==> config.mk <==
export PLATFORM = sky130hd
export DESIGN_NAME = wtc_7seg_counter_ctrl
export DESIGN_NICKNAME = d
export VERILOG_FILES = /design/src/rtl/wtc_7seg_counter_ctrl_pkg.sv /design/src/rtl/wtc_7seg_counter_ctrl_debounce.sv /design/src/rtl/wtc_7seg_counter_ctrl.sv
export SDC_FILE = /design/constraint.sdc
export NUM_CORES = 1
export LEC_CHECK = 0
export ABC_CLOCK_PERIOD_IN_PS = 4500
export BUFFER_PORTS_ARGS = -buffer_cell sky130_fd_sc_hd__buf_2
export CAP_MARGIN = 20
export CORE_AREA = 2 2 122 124
export DETAILED_ROUTE_END_ITERATION = 6
export DIE_AREA = 0 0 124 126
export GPL_TIMING_DRIVEN = 0
export HOLD_SLACK_MARGIN = 0.1
export PLACE_DENSITY = 0.75
export SETUP_SLACK_MARGIN = 0.02
export SLEW_MARGIN = 40
export SYNTH_ARGS = -nofsm -noshare
export SYNTH_HDL_FRONTEND = slang
export SYNTH_SLANG_ARGS = --single-unit
==> constraint.sdc <==
create_clock -name i_Clk -period 4.5 [get_ports i_Clk]
set_clock_uncertainty 0.15 [all_clocks]
set_input_delay 0.675 -clock i_Clk [delete_from_list [all_inputs] [get_ports i_Clk]]
set_output_delay 0.675 -clock i_Clk [all_outputs]
set_load 0.01 [all_outputs]
==> src/rtl/wtc_7seg_counter_ctrl_pkg.sv <==
// Shared types and helpers for the button-driven two-digit BCD counter.
// Mode encodings match what the wtc_7seg digit drivers expect.
package wtc_7seg_counter_ctrl_pkg;

  localparam int MODE_W  = 3;
  localparam int DIGIT_W = 4;
  localparam int NUM_BTN = 4;

  localparam int BTN_INC   = 0;
  localparam int BTN_DEC   = 1;
  localparam int BTN_MODE  = 2;
  localparam int BTN_CLEAR = 3;

  typedef enum logic [MODE_W-1:0] {
    MODE_STATIC     = 3'd0,
    MODE_BLINK_SLOW = 3'd1,
    MODE_BLINK_MED  = 3'd2,
    MODE_BLINK_FAST = 3'd3
  } mode_e;

  typedef enum logic [1:0] {
    ST_IDLE,
    ST_HELD,
    ST_REPEAT
  } step_state_e;

  typedef struct packed {
    logic [DIGIT_W-1:0] tens;
    logic [DIGIT_W-1:0] ones;
  } bcd_t;

  // One BCD step with wrap 99->00 / 00->99; carry/borrow lands in the same step.
  function automatic bcd_t bcd_step(input bcd_t v, input logic up);
    bcd_t r;
    r = v;
    if (up) begin
      if (v.ones == 4'd9) begin
        r.ones = 4'd0;
        r.tens = (v.tens == 4'd9) ? 4'd0 : v.tens + 4'd1;
      end else begin
        r.ones = v.ones + 4'd1;
      end
    end else begin
      if (v.ones == 4'd0) begin
        r.ones = 4'd9;
        r.tens = (v.tens == 4'd0) ? 4'd9 : v.tens - 4'd1;
      end else begin
        r.ones = v.ones - 4'd1;
      end
    end
    return r;
  endfunction

endpackage

==> src/rtl/wtc_7seg_counter_ctrl_debounce.sv <==
// Single-button debouncer: the level follows the raw input only after it
// has disagreed for DEBOUNCE_CYCLES consecutive cycles.
module wtc_debounce #(
  parameter int DEBOUNCE_CYCLES = 250000
) (
  input  logic i_Clk,
  input  logic i_Rst,
  input  logic i_Raw,
  output logic o_Level
);

  localparam int CNT_W = (DEBOUNCE_CYCLES > 1) ? $clog2(DEBOUNCE_CYCLES) : 1;

  logic [CNT_W-1:0] cnt;

  always_ff @(posedge i_Clk or posedge i_Rst) begin
    if (i_Rst) begin
      cnt     <= '0;
      o_Level <= 1'b0;
    end else if (i_Raw == o_Level) begin
      cnt <= '0;
    end else if (cnt == CNT_W'(DEBOUNCE_CYCLES - 1)) begin
      o_Level <= i_Raw;
      cnt     <= '0;
    end else begin
      cnt <= cnt + 1'b1;
    end
  end

endmodule

==> src/rtl/wtc_7seg_counter_ctrl.sv <==
// Two-digit BCD counter driven by four debounced buttons: inc/dec with
// hold-to-repeat, mode cycling and clear; outputs feed two 7-seg drivers.
module wtc_7seg_counter_ctrl
  import wtc_7seg_counter_ctrl_pkg::*;
#(
  parameter int DEBOUNCE_CYCLES = 250000,
  parameter int HOLD_CYCLES     = 12500000,
  parameter int REPEAT_CYCLES   = 2500000,
  parameter int MODE_MAX        = 3
) (
  input  logic               i_Clk,
  input  logic               i_Rst,
  input  logic               i_Switch_1,
  input  logic               i_Switch_2,
  input  logic               i_Switch_3,
  input  logic               i_Switch_4,
  output logic [DIGIT_W-1:0] o_Ones_Num,
  output logic [DIGIT_W-1:0] o_Tens_Num,
  output logic [MODE_W-1:0]  o_Mode,
  output logic               o_Update
);

  localparam int HOLD_W = (HOLD_CYCLES > 1) ? $clog2(HOLD_CYCLES) : 1;
  localparam int REP_W  = (REPEAT_CYCLES > 1) ? $clog2(REPEAT_CYCLES) : 1;

  logic [NUM_BTN-1:0] raw, level, level_q, press;

  assign raw = {i_Switch_4, i_Switch_3, i_Switch_2, i_Switch_1};

  for (genvar g = 0; g < NUM_BTN; g++) begin : g_db
    wtc_debounce #(.DEBOUNCE_CYCLES(DEBOUNCE_CYCLES)) u_db (
      .i_Clk  (i_Clk),
      .i_Rst  (i_Rst),
      .i_Raw  (raw[g]),
      .o_Level(level[g])
    );
  end

  always_ff @(posedge i_Clk or posedge i_Rst) begin
    if (i_Rst) level_q <= '0;
    else       level_q <= level;
  end

  assign press = level & ~level_q;

  step_state_e         state;
  logic                dir_up;
  logic [HOLD_W-1:0]   hold_cnt;
  logic [REP_W-1:0]    rep_cnt;
  bcd_t                count;
  logic [MODE_W-1:0]   mode;
  logic                update;

  logic inc_p, dec_p, clr_p, mode_p, active_level, do_step, step_up;

  assign inc_p        = press[BTN_INC];
  assign dec_p        = press[BTN_DEC];
  assign clr_p        = press[BTN_CLEAR];
  assign mode_p       = press[BTN_MODE];
  assign active_level = dir_up ? level[BTN_INC] : level[BTN_DEC];

  // Simultaneous inc+dec presses cancel; release takes priority over a due step.
  always_comb begin
    do_step = 1'b0;
    step_up = dir_up;
    case (state)
      ST_IDLE: begin
        if (inc_p ^ dec_p) begin
          do_step = 1'b1;
          step_up = inc_p;
        end
      end
      ST_HELD:   do_step = active_level && (hold_cnt == HOLD_W'(HOLD_CYCLES - 1));
      ST_REPEAT: do_step = active_level && (rep_cnt == REP_W'(REPEAT_CYCLES - 1));
      default:   do_step = 1'b0;
    endcase
  end

  always_ff @(posedge i_Clk or posedge i_Rst) begin
    if (i_Rst) begin
      state    <= ST_IDLE;
      dir_up   <= 1'b1;
      hold_cnt <= '0;
      rep_cnt  <= '0;
      count    <= '0;
      mode     <= MODE_STATIC;
      update   <= 1'b0;
    end else begin
      update <= do_step | clr_p | mode_p;

      if (mode_p)
        mode <= (mode == MODE_W'(MODE_MAX)) ? MODE_STATIC : mode + 1'b1;

      if (clr_p) begin
        count    <= '0;
        state    <= ST_IDLE;
        hold_cnt <= '0;
        rep_cnt  <= '0;
      end else begin
        if (do_step)
          count <= bcd_step(count, step_up);
        case (state)
          ST_IDLE: begin
            if (inc_p ^ dec_p) begin
              state    <= ST_HELD;
              dir_up   <= inc_p;
              hold_cnt <= '0;
            end
          end
          ST_HELD: begin
            if (!active_level) begin
              state <= ST_IDLE;
            end else if (hold_cnt == HOLD_W'(HOLD_CYCLES - 1)) begin
              state   <= ST_REPEAT;
              rep_cnt <= '0;
            end else begin
              hold_cnt <= hold_cnt + 1'b1;
            end
          end
          ST_REPEAT: begin
            if (!active_level)
              state <= ST_IDLE;
            else if (rep_cnt == REP_W'(REPEAT_CYCLES - 1))
              rep_cnt <= '0;
            else
              rep_cnt <= rep_cnt + 1'b1;
          end
          default: state <= ST_IDLE;
        endcase
      end
    end
  end

  assign o_Ones_Num = count.ones;
  assign o_Tens_Num = count.tens;
  assign o_Mode     = mode;
  assign o_Update   = update;

endmodule

==> impl_metrics.csv <==
group,metric,value,unit
setup_path,worst_setup_path_endpoint,"rep_cnt[2]$_DFFE_PP0P_",
detailed_routing,met3RoutedLength,654,µm
clock_network,number_of_buffers_between_clock_root_and_the_deepest_sink,2,
timing,report.final.hold_viol_count,0,
timing,final.setup.tns,0,ns
detailed_routing,ant_nets,0,
pwr,power_leakage,3.75,nW
die,chipWidth,124,µm
clock_network,tritoncts,"done",
die,total_i_o_pin_count,18,
logic_synthesis,yosys_most_used_dff,"sky130_fd_sc_hd__dfrtp_1",
detailed_routing,detailedRoute.firstPassIterationCount,7,
setup_path,cp_top_family,"simple AND/OR/NAND/NOR gates",
detailed_routing,routed_via_density,5.75,
grt,antenna_violations_before_repair,0,
setup_path,setup.worst_path.start,"rep_cnt[0]$_DFFE_PP0P_",
setup_path,reg2reg_slack,1.72,ns
setup_path,cp_class,"reg -> reg",
setup_path,critPathCaptureType,"flop",
timing,finalWorstPathRequiredPeriod,2.78,ns
timing,maxClockFrequency,359,MHz
timing,setup_violations,0,
grt,wire_length_of_the_first_global_routing_pass,29100,µm
pwr,vdd_ir_drop_max,0.274,mV
logic_synthesis,synth.most_common_cell,"sky130_fd_sc_hd__dfrtp_1",
hold_path,hold_class,"reg -> reg",
setup_path,crit_buf_inv,1,
logic_synthesis,synthTopCellsByCount,"140 x sky130_fd_sc_hd__dfrtp_1, 125 x sky130_fd_sc_hd__nor2_1, 60 x sky130_fd_sc_hd__o21ai_0, 55 x sky130_fd_sc_hd__nand2_1, 48 x sky130_fd_sc_hd__nand3_1",
logic_synthesis,synthesized_nets,857,
setup_path,cpPeakStageDelay,0.41,ns
logic_synthesis,synthesis.area,7670,µm²
setup_path,worst_path_arrival_time,2.92,ns
die,floorplan.die_area,15600,µm²
flow_run,timing.max_cap.violations,0,
die,num_rows,44,
detailed_routing,top_layer,"met4",
finish,fin_nets,901,
finish,layout.area.seq,3530,µm²
finish,final_layout_size_suffix_gt1_frac,0.0978,
clock_network,cts.reportedPaths.clkPinSlew,0.06,ns
finish,syn2layout_area_growth,15.0,%
finish,multiInputGateArea,3930,µm²
logic_synthesis,netlist_top_cells_area,"sky130_fd_sc_hd__dfrtp_1 46%, sky130_fd_sc_hd__nor2_1 6.1%, sky130_fd_sc_hd__xor2_1 4.5%",
timing,grt_setup_unrepaired,"no",
place,dp_hpwl,11600,µm
setup_path,cp.required,4.64,ns
grt,grt_util_all_layers,0.234,
logic_synthesis,synth_edf_count,0,
clock_network,worstSkewPairLatency,0.43,ns
grt,grt_pass1_vias,5985,
logic_synthesis,seq_area_frac_synth,0.460,
detailed_routing,num_vias,6174,
detailed_routing,remaining_design_rule_violation_count,0,
logic_synthesis,syn-mean-instance-area,9.20,µm²
die,initial_core_util,0.536,
detailed_routing,drt_iter0_drc,444,
timing,holdWs,0.286,ns
logic_synthesis,ys.warnings.count,0,
detailed_routing,met1Wirelength,7630,µm
place,port_buffers,17,
setup_path,start_kind,"flop",
timing,relSlewSlack,0.567,
finish,diodes,0,
place,gp_congestion,0.894,
logic_synthesis,async_flop_share,1.00,
hold_path,holdPathStages,0,
clock_network,number_of_h_tree_levels,4,
timing,min_period_over_period,0.619,
logic_synthesis,synth.ff_latch_count,141,
logic_synthesis,netlist_instances,834,
grt,grt_max_degree,25,
clock_network,clock_sinks,141,
logic_synthesis,synth_cell_types,60,
logic_synthesis,yosysTopAreaCellShare,0.457,
detailed_routing,met2_wirelength,8060,µm
grt,grt.overflow.total,0,
pwr,power_per_cell_area,402,nW/µm²
die,std_cell_core_area,14300,µm²
setup_path,crit_path_top_delay_cell,"sky130_fd_sc_hd__dfrtp_1",
detailed_routing,detail_route.wl_per_cell,15.5,µm
setup_path,crit_path_cell_trace,"ha_1, and4_1, nand4_1, o211ai_1, nand3b_1, clkbuf_1, o21ai_0",
setup_path,reg2reg_from,"rep_cnt[0]$_DFFE_PP0P_",
setup_path,critPathMaxFanout,10,
timing,number_of_pins_with_negative_max_slew_slack_in_the_final_report,0,
die,die_h,126,µm
timing,timing_worst_slew_pin_value,0.645,ns
pwr,fin_total_pwr,3.54,mW
clock_network,cts-resized-gates,0,
logic_synthesis,synth_top_cell_by_area,"sky130_fd_sc_hd__dfrtp_1",
clock_network,ctsRootBufferMaster,"sky130_fd_sc_hd__clkbuf_16",
setup_path,critical_path_stages,7,
outcome,outcome,"finished clean",
setup_path,r2r.worst_path.cells,7,
clock_network,tritoncts.num_buffers,17,
setup_path,timing.rr.end,"rep_cnt[2]$_DFFE_PP0P_",
finish,fillCellCount,1191,
detailed_routing,totalWireLength,16600,µm
clock_network,cts_setup_buffers,0,
-- power breakdown --
part / switching (mW) / total, mW / internal (mW)
logic: 0.376 / 0.606 / 0.230
registers: 0.0922 / 1.42 / 1.33
clock network: 0.536 / 1.52 / 0.982
-- timing repair --
action | CTS | global route
setup endpoints to repair | 0 | 0
endpoints found under the hold margin | 12 | 0
hold buffers | 1 | 0
-- worst register-to-register path: stages, from the launching register on --
cell and delay (ns):
sky130_fd_sc_hd__dfrtp_1 0.41, sky130_fd_sc_hd__ha_1 0.31, sky130_fd_sc_hd__and4_1 0.36, sky130_fd_sc_hd__nand4_1 0.21
sky130_fd_sc_hd__o211ai_1 0.41, sky130_fd_sc_hd__nand3b_1 0.25, sky130_fd_sc_hd__clkbuf_1 0.39, sky130_fd_sc_hd__o21ai_0 0.17
-- state kept, by name (all words and copies together) (netlist names) --
signal             cells
level_q                4
o_Ones_Num             4
o_Tens_Num             4
rep_cnt               22
o_Mode                 3
hold_cnt              24
state                  2
dir_up                 1
g_db.u_db.o_Level      4
o_Update               1
g_db.u_db.cnt         72
-- logic make-up (layout without fill, tap and decap cells) --
logic type / Yosys count / count (layout) / share of synthesized area
simple gates: 386 / 386 / 0.258
compound gates: 152 / 152 / 0.122
flops: 141 / 141 / 0.460
xor+xnor: 74 / 74 / 0.0845
buf+inv: 50 / 106 / 0.0274
fa+ha+maj: 17 / 17 / 0.0277
mux: 14 / 14 / 0.0199
-- stage by stage --
step                      utilization  worst slack (ns)  cells  cell area (µm²)
after global routing            0.616              1.43   1074             8820
after CTS                       0.616              1.75   1074             8820
after global placement          0.558             0.996   1035             7990
after floorplan                     -              1.91    834             7670
final                           0.616              1.72   1074             8820
after detailed placement        0.571              1.74   1042             8170
-- routing by layer --
metal,vias up,global-route usage
met4,0,0.0767
met1,2932,0.320
met2,124,0.368
met5,-,0
li1,3097,-
met3,21,0.0539
-- final cells by class --
class | instances | share of cell area
Buffer | 29 | 0.0149
Clock buffer | 21 | 0.0545
Clock inverter | 10 | 0.0183
Inverter | 21 | 0.00936
Multi-Input combinational cell | 643 | 0.446
Sequential cell | 141 | 0.400
Tap cell | 184 | 0.0261
Timing Repair Buffer | 25 | 0.0309
-- worst min-delay path by stage --
stage,slack [ns],to,from
after floorplan,0.25,level_q[2]$_DFF_PP0_,g_db[2].u_db.o_Level$_DFFE_PP0P_
after global placement,0.28,level_q[2]$_DFF_PP0_,g_db[2].u_db.o_Level$_DFFE_PP0P_
after detailed placement,0.28,level_q[2]$_DFF_PP0_,g_db[2].u_db.o_Level$_DFFE_PP0P_
after CTS,0.29,level_q[2]$_DFF_PP0_,g_db[2].u_db.o_Level$_DFFE_PP0P_
after global routing,0.31,level_q[2]$_DFF_PP0_,g_db[2].u_db.o_Level$_DFFE_PP0P_
final,0.29,level_q[2]$_DFF_PP0_,g_db[2].u_db.o_Level$_DFFE_PP0P_
-- layout by cell type, fill, tap and decap left out, types with 11 or more instances in the layout --
cell	instances
sky130_fd_sc_hd__and3_1	22
sky130_fd_sc_hd__a21oi_1	28
sky130_fd_sc_hd__xor2_1	39
sky130_fd_sc_hd__nand3_1	48
sky130_fd_sc_hd__nor2_1	125
sky130_fd_sc_hd__xnor2_1	35
sky130_fd_sc_hd__o21ai_0	60
sky130_fd_sc_hd__clkbuf_16	17
sky130_fd_sc_hd__buf_2	23
sky130_fd_sc_hd__clkbuf_1	21
sky130_fd_sc_hd__nand2_1	55
sky130_fd_sc_hd__ha_1	17
sky130_fd_sc_hd__dfrtp_1	140
sky130_fd_sc_hd__o211ai_1	12
sky130_fd_sc_hd__and4_1	11
sky130_fd_sc_hd__nor4_1	11
sky130_fd_sc_hd__nand4_1	35
sky130_fd_sc_hd__inv_1	20
sky130_fd_sc_hd__nor3_1	19
sky130_fd_sc_hd__o31ai_1	12
(Power assumes the default switching activity.)
